<file path="src/rtl/autocor_win_inc_pkg.sv">
// Shared definitions for the windowed autocorrelation increment block:
// FSM state encodings and a constant-evaluable ceil(log2) helper.
package autocor_win_inc_pkg;

    typedef enum logic [1:0] {
        IDLE  = 2'd0,
        COUNT = 2'd1,
        STOP  = 2'd2
    } state_e;

    function automatic int clog2(input int value);
        int result;
        int v;
        result = 0;
        v      = value - 1;
        while (v > 0) begin
            result = result + 1;
            v      = v >> 1;
        end
        return result;
    endfunction

endpackage

</file>
<file path="src/rtl/autocor_win_inc_rise_det.sv">
// Rising-edge detector on the sampled input: registers din every cycle
// and flags a 0->1 transition combinationally.
module autocor_win_inc_rise_det (
    input  logic clk,
    input  logic rst,
    input  logic din,
    output logic rise
);

    logic din_q;
    logic din_d;

    always_comb din_d = din;

    // NOTE: flops use non-blocking assignments so every register samples
    // pre-edge values regardless of process evaluation order.
    always_ff @(posedge clk or posedge rst) begin
        if (rst) din_q <= 1'b0;
        else     din_q <= din_d;
    end

    assign rise = din & ~din_q;

endmodule

</file>
<file path="src/rtl/autocor_win_inc.sv">
// Windowed rise counter feeding a saturated phase-increment word.
// Optional build macro AUTOCOR_AVG_EN averages each result with the previous one.
module autocor_win_inc
    import autocor_win_inc_pkg::*;
#(
    parameter int NR_W  = 4,
    parameter int INC_W = 8,
    parameter int WIN   = 64,
    parameter int STEP  = 16
) (
    input  logic             clk,
    input  logic             rst,
    input  logic             en,
    input  logic             din,
    output logic [NR_W-1:0]  nrise,
    output logic [INC_W-1:0] inc,
    output logic             inc_vld,
    output logic             busy
);

    localparam int WCNT_W = clog2(WIN);
    localparam int PROD_W = NR_W + clog2(STEP + 1);
    localparam int CMP_W  = (PROD_W > INC_W) ? PROD_W : INC_W;
    localparam logic [WCNT_W-1:0] WIN_LAST = WCNT_W'(WIN - 1);
    localparam logic [CMP_W-1:0]  INC_MAX  = CMP_W'({INC_W{1'b1}});

    state_e             state_q, state_d;
    logic [WCNT_W-1:0]  wcnt_q, wcnt_d;
    logic [NR_W-1:0]    acc_q, acc_d;
    logic [NR_W-1:0]    nrise_q, nrise_d;
    logic [INC_W-1:0]   inc_q, inc_d;
    logic               inc_vld_q, inc_vld_d;

    logic               rise;
    logic               win_end;
    logic [NR_W-1:0]    fin;
    logic [PROD_W-1:0]  prod;
    logic [CMP_W-1:0]   prod_ext;
    logic [INC_W-1:0]   raw;
    logic [INC_W-1:0]   inc_new;

    autocor_win_inc_rise_det u_rise_det (
        .clk  (clk),
        .rst  (rst),
        .din  (din),
        .rise (rise)
    );

    // The accumulator sticks at all-ones; a rise in the final cycle is included in fin.
    always_comb begin
        fin      = (&acc_q) ? acc_q : acc_q + NR_W'(rise);
        win_end  = (state_q != IDLE) && (wcnt_q == WIN_LAST);
        prod     = PROD_W'(fin) * PROD_W'(STEP);
        prod_ext = CMP_W'(prod);
        raw      = (prod_ext > INC_MAX) ? {INC_W{1'b1}} : prod_ext[INC_W-1:0];
    end

`ifdef AUTOCOR_AVG_EN
    logic [INC_W-1:0] prev_inc_q, prev_inc_d;
    logic [INC_W:0]   avg_sum;

    always_comb begin
        avg_sum    = {1'b0, raw} + {1'b0, prev_inc_q};
        inc_new    = avg_sum[INC_W:1];
        prev_inc_d = win_end ? raw : prev_inc_q;
    end

    always_ff @(posedge clk or posedge rst) begin
        if (rst) prev_inc_q <= '0;
        else     prev_inc_q <= prev_inc_d;
    end
`else
    always_comb inc_new = raw;
`endif

    always_comb begin
        // NOTE: every output of this block gets a default first, so no path
        // leaves a signal unassigned and no latch is inferred.
        state_d   = state_q;
        wcnt_d    = wcnt_q;
        acc_d     = acc_q;
        nrise_d   = nrise_q;
        inc_d     = inc_q;
        inc_vld_d = 1'b0;

        case (state_q)
            IDLE: begin
                wcnt_d = '0;
                acc_d  = '0;
                if (en) state_d = COUNT;
            end
            COUNT, STOP: begin
                wcnt_d  = wcnt_q + WCNT_W'(1);
                acc_d   = fin;
                state_d = en ? COUNT : STOP;
                if (win_end) begin
                    wcnt_d    = '0;
                    acc_d     = '0;
                    nrise_d   = fin;
                    inc_d     = inc_new;
                    inc_vld_d = 1'b1;
                    state_d   = (state_q == STOP) ? IDLE : COUNT;
                end
            end
            default: state_d = IDLE;
        endcase
    end

    always_ff @(posedge clk or posedge rst) begin
        if (rst) begin
            state_q   <= IDLE;
            wcnt_q    <= '0;
            acc_q     <= '0;
            nrise_q   <= '0;
            inc_q     <= '0;
            inc_vld_q <= 1'b0;
        end else begin
            state_q   <= state_d;
            wcnt_q    <= wcnt_d;
            acc_q     <= acc_d;
            nrise_q   <= nrise_d;
            inc_q     <= inc_d;
            inc_vld_q <= inc_vld_d;
        end
    end

    assign nrise   = nrise_q;
    assign inc     = inc_q;
    assign inc_vld = inc_vld_q;
    assign busy    = (state_q != IDLE);

endmodule

</file>
<file path="config.mk">
export PLATFORM = sky130hd
export DESIGN_NAME = autocor_win_inc
export DESIGN_NICKNAME = d
export VERILOG_FILES = /design/src/rtl/autocor_win_inc_pkg.sv /design/src/rtl/autocor_win_inc_rise_det.sv /design/src/rtl/autocor_win_inc.sv
export SDC_FILE = /design/constraint.sdc
export NUM_CORES = 1
export LEC_CHECK = 0
export CORE_ASPECT_RATIO = 1.5
export CORE_UTILIZATION = 46
export DETAILED_ROUTE_END_ITERATION = 12
export HOLD_SLACK_MARGIN = 0.02
export PLACE_DENSITY = 0.74
export SETUP_SLACK_MARGIN = 0.4
export SKIP_LAST_GASP = 1
export SLEW_MARGIN = 20
export SYNTH_ARGS = -nofsm -noshare
export SYNTH_HDL_FRONTEND = slang
export SYNTH_SLANG_ARGS = --single-unit
</file>
<file path="constraint.sdc">
create_clock -name clk -period 1.61 [get_ports clk]
set_clock_uncertainty 0.15 [all_clocks]
set_input_delay 0.483 -clock clk [delete_from_list [all_inputs] [get_ports clk]]
set_output_delay 0.483 -clock clk [all_outputs]
set_load 0.02 [all_outputs]
</file>
==> PnR_summary.wiki, run 1 <==
{| class="wikitable"
! Metric !! Value
|-
| Run status || finished with violations
|-
| Violations in the final reports || negative setup slack
|-
| Count of standard-cell rows || 20
|-
| Biggest area consumer among synthesized cells || sky130_fd_sc_hd__dfrtp_1
|-
| Clock Sinks || 18
|-
| Count of non-filler cells in the finished layout || 157
|-
| Setup TNS Final || -0.791 ns
|-
| RSZ-0062 raised after global routing || true
|-
| Final slew viol count || 0
|-
| DRC violation total after the first TritonRoute iteration || 28
|-
| Pwr/cell area || 1430 nW/um^2
|-
| Commonest cells in the synthesized netlist || sky130_fd_sc_hd__dfrtp_1, sky130_fd_sc_hd__buf_4, sky130_fd_sc_hd__inv_1
|-
| Max rail drop VDD || 1.02 mV
|-
| Syn_area_per_cell || 10.5 um^2
|-
| Antenna Cells || 0
|-
| Total of warnings raised by yosys || 0
|-
| Fmax achieved || 572 MHz
|-
| Setup Crit Path Kind || reg -> out
|-
| Final worst-path cycle share || 109%
|-
| Cell with the most instances after synthesis || sky130_fd_sc_hd__dfrtp_1
|-
| Deepest clock path buffer count || 2
|-
| Clock latency reported for the late side of the worst-skew pair || 0.31 ns
|-
| GRT Residual Overflow || 0
|-
| Area of the die || 2500 um^2
|-
| Final setup slack of the worst path || -0.139 ns
|-
| Most used flip-flop cell after synthesis || sky130_fd_sc_hd__dfrtp_1
|-
| Count of final setup violators || 9
|-
| Vias/cell || 5.48
|-
| Cell count after synthesis || 101
|-
| First-pass iteration count of the detailed router || 4
|-
| Area of all sequential standard cells || 454 um^2
|-
| Multi-input gate area in the final layout || 618 um^2
|-
| Maximum number of pins on one net before global-route repair || 19
|-
| Cell Chain, Critical Path || inv_2 -> ha_4 -> inv_4 -> buf_6
|-
| Die outline height || 60.7 um
|-
| Fraction of layout cells with a size suffix above 1 || 51.1%
|-
| Leakage || 0.754 nW
|-
| Routability Congestion || 0.722
|-
| Die span in x || 41.1 um
|-
| Clock root buffer master || sky130_fd_sc_hd__clkbuf_4
|-
| Distinct cells, synth || 37
|-
| Clock slew at the register clock pins of the worst setup and hold paths || 0.10 ns
|-
| Overall power consumption || 2.23 mW
|-
| Critical Path Source || state_q[0]
|-
| Worst EP required || 0.98 ns
|-
| Number of I/O port buffers || 13
|-
| Fraction of synthesis flops using an asynchronous set or reset pin || 100%
|-
| Layout overhead on the synthesized area || 48.2%
|-
| Worst path buffer plus inverter count || 3
|-
| Post-detailed-placement half-perimeter wirelength || 1410 um
|-
| Start point of the worst min-delay path || din
|-
| Synth top area cells || sky130_fd_sc_hd__dfrtp_1, sky130_fd_sc_hd__ha_1, sky130_fd_sc_hd__buf_4
|-
| Reg-to-reg startpoint || state_q[0]
|-
| Post-layout min period || 1.75 ns
|-
| Vias in the first global route || 777
|-
| H-tree levels || 1
|-
| Total clock buffers created by CTS || 3
|-
| Routed vias || 860
|-
| Total instance count after detailed placement || 140
|-
| Flops & latches, synth || 18
|-
| Antenna violations before repair || 0
|-
| Seq/Total Area, Yosys || 42.7%
|-
| Final layout net count || 146
|-
| Antenna-violating nets left || 0
|-
| Aggregate global-route resource usage || 21.1%
|-
| TritonCTS clock tree || yes
|-
| Core Box Area || 2100 um^2
|-
| Path category of the worst min-delay check || in -> reg
|-
| Maximum single-stage delay on the critical path || 0.42 ns
|-
| Combined area of all synthesized cells || 1060 um^2
|-
| Startpoint Class || flip-flop
|-
| CP Max Fanout || 2
|-
| Crit path arrival time || 1.12 ns
|-
| Initial standard-cell utilization of the core || 50.2%
|-
| Routed length per instance || 15.0 um
|-
| Wire length reported by the detailed router || 2360 um
|-
| # fillers || 158
|-
| First-pass GRT wire length || 3420 um
|-
| DR DRC count || 0
|-
| Critical path's top delay family || flip-flops
|-
| EDFF count, synth || 0
|-
| Final Hold Viols || 0
|-
| Max-cap check violation count || 0
|-
| Count of hold-fix buffers inserted at cts || 0
|-
| Area share of the leading cell type in the synthesized netlist || 42.7%
|-
| Number of top-level pins || 18
|-
| Type of element capturing the critical path || output port
|-
| Library cell contributing the largest single delay on the critical path || sky130_fd_sc_hd__dfrtp_1
|}
cells by family (layout without fill, tap and decap cells):
group / count (synthesis) / after routing / synth area share [%]
AO/OA/AOI/OAI: 22 / 22 / 15.4
XOR/XNOR: 1 / 1 / 0.830
adder cells (fa/ha/maj): 6 / 6 / 7.11
buffers and inverters: 19 / 50 / 9.83
flip-flops: 18 / 18 / 42.7
multiplexers: 5 / 5 / 5.69
other: 1 / 4 / 0.355
AND/OR/NAND/NOR: 29 / 29 / 18.1
metal layers:
layer  up-vias  GRT usage, %  share of wire [%]
li1        411             -                  -
met2        22          35.9                 57
met3         5          3.30                2.6
met5         -             0                  0
met4         0          12.4                2.6
met1       422          23.3                 38
final timing paths:
check / slack, ns / to / cells after the start
min in group asynchronous: 0.33 / wcnt_q[1] / 3
max: -0.14 / busy / 4
min: 0.23 / u_rise_det.din_q / 1
max reg2reg: -0.14 / inc[7] / 6
max in group asynchronous: 0.77 / inc[4] / 3
min reg2reg: 0.41 / wcnt_q[2] / 1
cells in the final DEF (no fill, tap or decap), types with 2 or more instances in the layout:
master and instances:
sky130_fd_sc_hd__a21oi_1 2, sky130_fd_sc_hd__nor2b_1 6, sky130_fd_sc_hd__o21ai_1 5, sky130_fd_sc_hd__dfrtp_2 3
sky130_fd_sc_hd__buf_4 14, sky130_fd_sc_hd__a31oi_1 2, sky130_fd_sc_hd__nor3_1 2, sky130_fd_sc_hd__inv_2 3
sky130_fd_sc_hd__conb_1 4, sky130_fd_sc_hd__inv_1 4, sky130_fd_sc_hd__mux2_4 2, sky130_fd_sc_hd__buf_6 19
sky130_fd_sc_hd__mux2i_1 3, sky130_fd_sc_hd__ha_4 4, sky130_fd_sc_hd__clkdlybuf4s50_1 2, sky130_fd_sc_hd__o31ai_2 2
sky130_fd_sc_hd__dfrtp_1 15, sky130_fd_sc_hd__nor3_4 2, sky130_fd_sc_hd__nand2_1 7, sky130_fd_sc_hd__a21oi_2 2
sky130_fd_sc_hd__clkbuf_4 3
final cells by class:
type	count	area share (%)
tap	22	1.76
sequential	18	29.0
timing repair buffer	38	25.3
multi-input combinational	67	39.5
clock buffer	4	2.32
inverter	8	2.08
through the flow:
step	cell area (um^2)	utilization (%)	setup slack, ns	hold WS (ns)
after global routing	1570	74.5	-0.187	0.232
after global placement	1290	61.5	-0.516	0.362
after floorplan	1150	-	-0.0383	0.271
after CTS	1440	68.3	-0.130	0.226
after detailed placement	1290	61.5	-0.558	0.372
final	1570	74.5	-0.139	0.227
power breakdown:
| group | switching (mW) | total, mW | internal [mW] |
|---|---|---|---|
| registers | 0.0745 | 0.596 | 0.521 |
| logic | 0.591 | 1.35 | 0.758 |
| clock network | 0.152 | 0.290 | 0.138 |
| total | 0.817 | 2.23 | 1.42 |
state kept, by name, summed over array words and instances, names as in the netlist:
register,cells
acc_q,4
inc,4
inc_vld,1
state_q,2
u_rise_det.din_q,1
wcnt_q,6
repair_timing:
item,in CTS,in global routing
pin swaps,8,7
setup buffers,6,6
endpoints found under the setup margin,27,27
gates resized for setup,65,22
gates cloned,1,0
No activity file was read; power rests on OpenSTA's default activity.
==> run 2, diff against run 1 <==
CORE_ASPECT_RATIO = unset   (was 1.5)
CORE_UTILIZATION = 55   (was 46)
DONT_BUFFER_PORTS = 1   (was unset)
PLACE_DENSITY = 0.73   (was 0.74)
==> run 2 against run 1 <==
Compared with the run above:
- the run still ends with negative setup slack left
- critical path type unchanged
- critical path depth is the same
- cell count shrank 5.1%
- global-route usage shrank 0.49 points
- total power grew 0.20%
- design area shrank 8.2%
- worst setup slack gained 0.012 ns
- sequential power grew 0.8%
==> PnR_summary.wiki, run 2 (same netlist as run 1, synthesis figures left out) <==
{| class="wikitable"
! Metric !! Value
|-
| Net load switching power || 0.861 mW (+5.4%)
|-
| Path category of the worst min-delay check || in -> reg
|-
| Setup Crit Path Kind || reg -> out
|-
| Startpoint Class || flip-flop
|-
| Highest-count cells in the layout ignoring fill and taps || sky130_fd_sc_hd__buf_4, sky130_fd_sc_hd__dfrtp_1, sky130_fd_sc_hd__nand2_1, sky130_fd_sc_hd__buf_6
|-
| Vias/cell || 5.65 (+3.2%)
|-
| # fillers || 95 (-40%)
|-
| Internal power summed over all cells || 1.38 mW (-2.8%)
|-
| Share of power burned in registers || 26.8% (about the same)
|-
| Violations in the final reports || negative setup slack
|-
| Deepest clock path buffer count || 2 (unchanged)
|-
| Setup TNS Final || -0.939 ns (-0.149 ns)
|-
| Worst Reg2Reg Path Length in Cells || 6 (unchanged)
|-
| DRC violation total after the first TritonRoute iteration || 22 (-21%)
|-
| First-pass iteration count of the detailed router || 4 (unchanged)
|-
| Fraction of layout cells with a size suffix above 1 || 50.0% (-1.1 points)
|-
| Post-layout min period || 1.74 ns (-0.0117 ns)
|-
| Leakage || 0.684 nW (-9.3%)
|-
| Count of final setup violators || 12 (+3)
|-
| Final setup slack of the worst path || -0.127 ns (+0.0117 ns)
|-
| GRT Residual Overflow || 0 (unchanged)
|-
| Final worst-path cycle share || 108% (-0.73 points)
|-
| Clock slew at the register clock pins of the worst setup and hold paths || 0.11 ns (about the same)
|-
| Largest register FFs || 6 (unchanged)
|-
| TritonCTS clock tree || yes
|-
| First-pass GRT wire length || 3010 um (-12%)
|-
| Area of the die || 2100 um^2 (-16%)
|-
| Final Hold Viols || 0 (unchanged)
|-
| Initial standard-cell utilization of the core || 59.9% (+9.6 points)
|-
| Register bank with the most flops || wcnt_q
|-
| Commonest non-fill, non-tap cell in the layout || sky130_fd_sc_hd__buf_4
|-
| Hold-critical path depth || 0 (-1)
|-
| Number of top-level pins || 18 (unchanged)
|-
| FF-to-FF End || state_q[0]
|-
| Setup slack of the most critical reg-to-reg path || -0.12 ns (+0.02 ns)
|-
| Part of the power in combinational logic || 62.0% (+1.6 points)
|-
| Total clock buffers created by CTS || 3 (unchanged)
|-
| Maximum number of pins on one net before global-route repair || 17 (-2)
|-
| Clock root buffer master || sky130_fd_sc_hd__clkbuf_4
|-
| Routed length per instance || 18.6 um (+24%)
|-
| CP Max Fanout || 2 (unchanged)
|-
| Crit path arrival time || 1.10 ns (-0.02 ns)
|-
| Core Box Area || 1760 um^2 (-16%)
|-
| Worst-case hold path end point || u_rise_det.din_q
|-
| Antenna violations before repair || 0 (unchanged)
|-
| RSZ-0062 raised after global routing || true
|-
| Reg-to-reg startpoint || state_q[0]
|-
| Wire length reported by the detailed router || 2780 um (+18%)
|-
| H-tree levels || 1 (unchanged)
|-
| Overall power consumption || 2.24 mW (+0.20%)
|-
| Vias in the first global route || 694 (-11%)
|-
| Type of element capturing the critical path || output port
|-
| Number of I/O port buffers || 0 (-13)
|-
| Clock share of power || 11.2% (-1.8 points)
|-
| Start point of the worst min-delay path || din
|-
| Routability Congestion || 0.736 (+1.9%)
|-
| Count of standard-cell rows || 15 (-25%)
|-
| Die span in x || 45.8 um (+11%)
|-
| Maximum single-stage delay on the critical path || 0.39 ns (-0.03 ns)
|-
| Clock latency reported for the late side of the worst-skew pair || 0.30 ns (about the same)
|-
| Cell Chain, Critical Path || inv_2 -> ha_4 -> buf_6 -> inv_6
|-
| Aggregate global-route resource usage || 20.6% (-0.49 points)
|-
| Final slew viol count || 0 (unchanged)
|-
| Die outline height || 45.8 um (-24%)
|-
| Routed vias || 842 (-2.1%)
|-
| Post-detailed-placement half-perimeter wirelength || 1340 um (-5.1%)
|-
| Fmax achieved || 576 MHz (+0.67%)
|-
| Proportion of total power due to net switching || 38.4% (+1.9 points)
|-
| Worst EP required || 0.98 ns (about the same)
|-
| Antenna Cells || 0 (unchanged)
|-
| Pwr/cell area || 1560 nW/um^2 (+9.1%)
|-
| Layout overhead on the synthesized area || 36.1%
|-
| Max rail drop VDD || 0.935 mV (-7.9%)
|-
| Final layout net count || 135 (-7.5%)
|-
| Max-cap check violation count || 0 (unchanged)
|-
| Run status || finished with violations
|-
| Clock Sinks || 18 (unchanged)
|-
| Antenna-violating nets left || 0 (unchanged)
|-
| Library cell contributing the largest single delay on the critical path || sky130_fd_sc_hd__dfrtp_1
|-
| DR DRC count || 0 (unchanged)
|}
==> run 2: cell types whose count changed in the layout (fill, tap and decap cells not counted), moves of 2 or more <==
cell                              before  now
sky130_fd_sc_hd__nor3_2                0    2
sky130_fd_sc_hd__buf_12                0    2
sky130_fd_sc_hd__buf_6                19    6
sky130_fd_sc_hd__clkdlybuf4s50_1       2    0
sky130_fd_sc_hd__buf_4                14   17
==> run 2: power by group through the flow <==
stage	Clock [mW]	Combinational [mW]	Sequential, mW
4_1_cts	0.254	0.997	0.593
3_3_place_gp	0	0.820	0.601
3_5_place_dp	0	0.846	0.605
5_1_grt	0.272	1.46	0.609
6_report	0.250	1.39	0.601
2_1_floorplan	0	0.628	0.600
==> run 2: stage by stage <==
stage,std cells,util [%],hold slack [ns],setup slack (ns),instance area (um^2)
floorplan,104,-,0.271,-0.0383,1150
global placement,131,66.6,0.0875,-0.0570,1170
detailed placement,131,66.6,0.0908,-0.0783,1170
CTS,142,73.6,0.0415,-0.0963,1300
global route,149,81.5,0.0287,-0.165,1440
finish,149,81.5,0.0475,-0.127,1440
==> run 2: worst max path at each step <==
| stage | end | startpoint |
|---|---|---|
| 2_1_floorplan | inc[6] | din |
| 3_3_place_gp | inc[6] | din |
| 3_5_place_dp | inc[6] | din |
| 4_1_cts | busy | state_q[0] |
| 5_1_grt | state_q[0] | state_q[0] |
| 6_report | busy | state_q[0] |
==> run 2: final cells by class <==
cell class,count,area [um^2],area share (%)
Multi-Input combinational cell,67,619,43.1
Sequential cell,18,455,31.7
Timing Repair Buffer,27,270,18.8
Inverter,8,35.0,2.44
Tap cell,25,31.3,2.18
Clock buffer,4,26.3,1.83
==> run 2: layer usage <==
layer / vias to the layer above / wire, um / global-route usage [%]
li1: 391 / - / -
met3: 8 / 72 / 3.97
met2: 23 / 1480 / 33.7
met1: 420 / 1140 / 25.4
met4: 0 / 75 / 11.2
met5: - / 0 / 0
==> run 2: timing repair <==
item | 4_1_cts | 5_1_grt
buffers inserted | 6 | 6
endpoints found under the hold margin | 18 | 0
pin swaps | 6 | 7
endpoints found under the setup margin | 27 | 27
hold buffers | 1 | 0
gates cloned | 0 | 1
gates resized for setup | 12 | 14
==> run 2: critical path: cells and delay by family (launching register included) <==
family / cells / cell delay, ns
adders and majority gates: 1 / 0.17
DFF: 1 / 0.39
buffers and inverters: 3 / 0.25
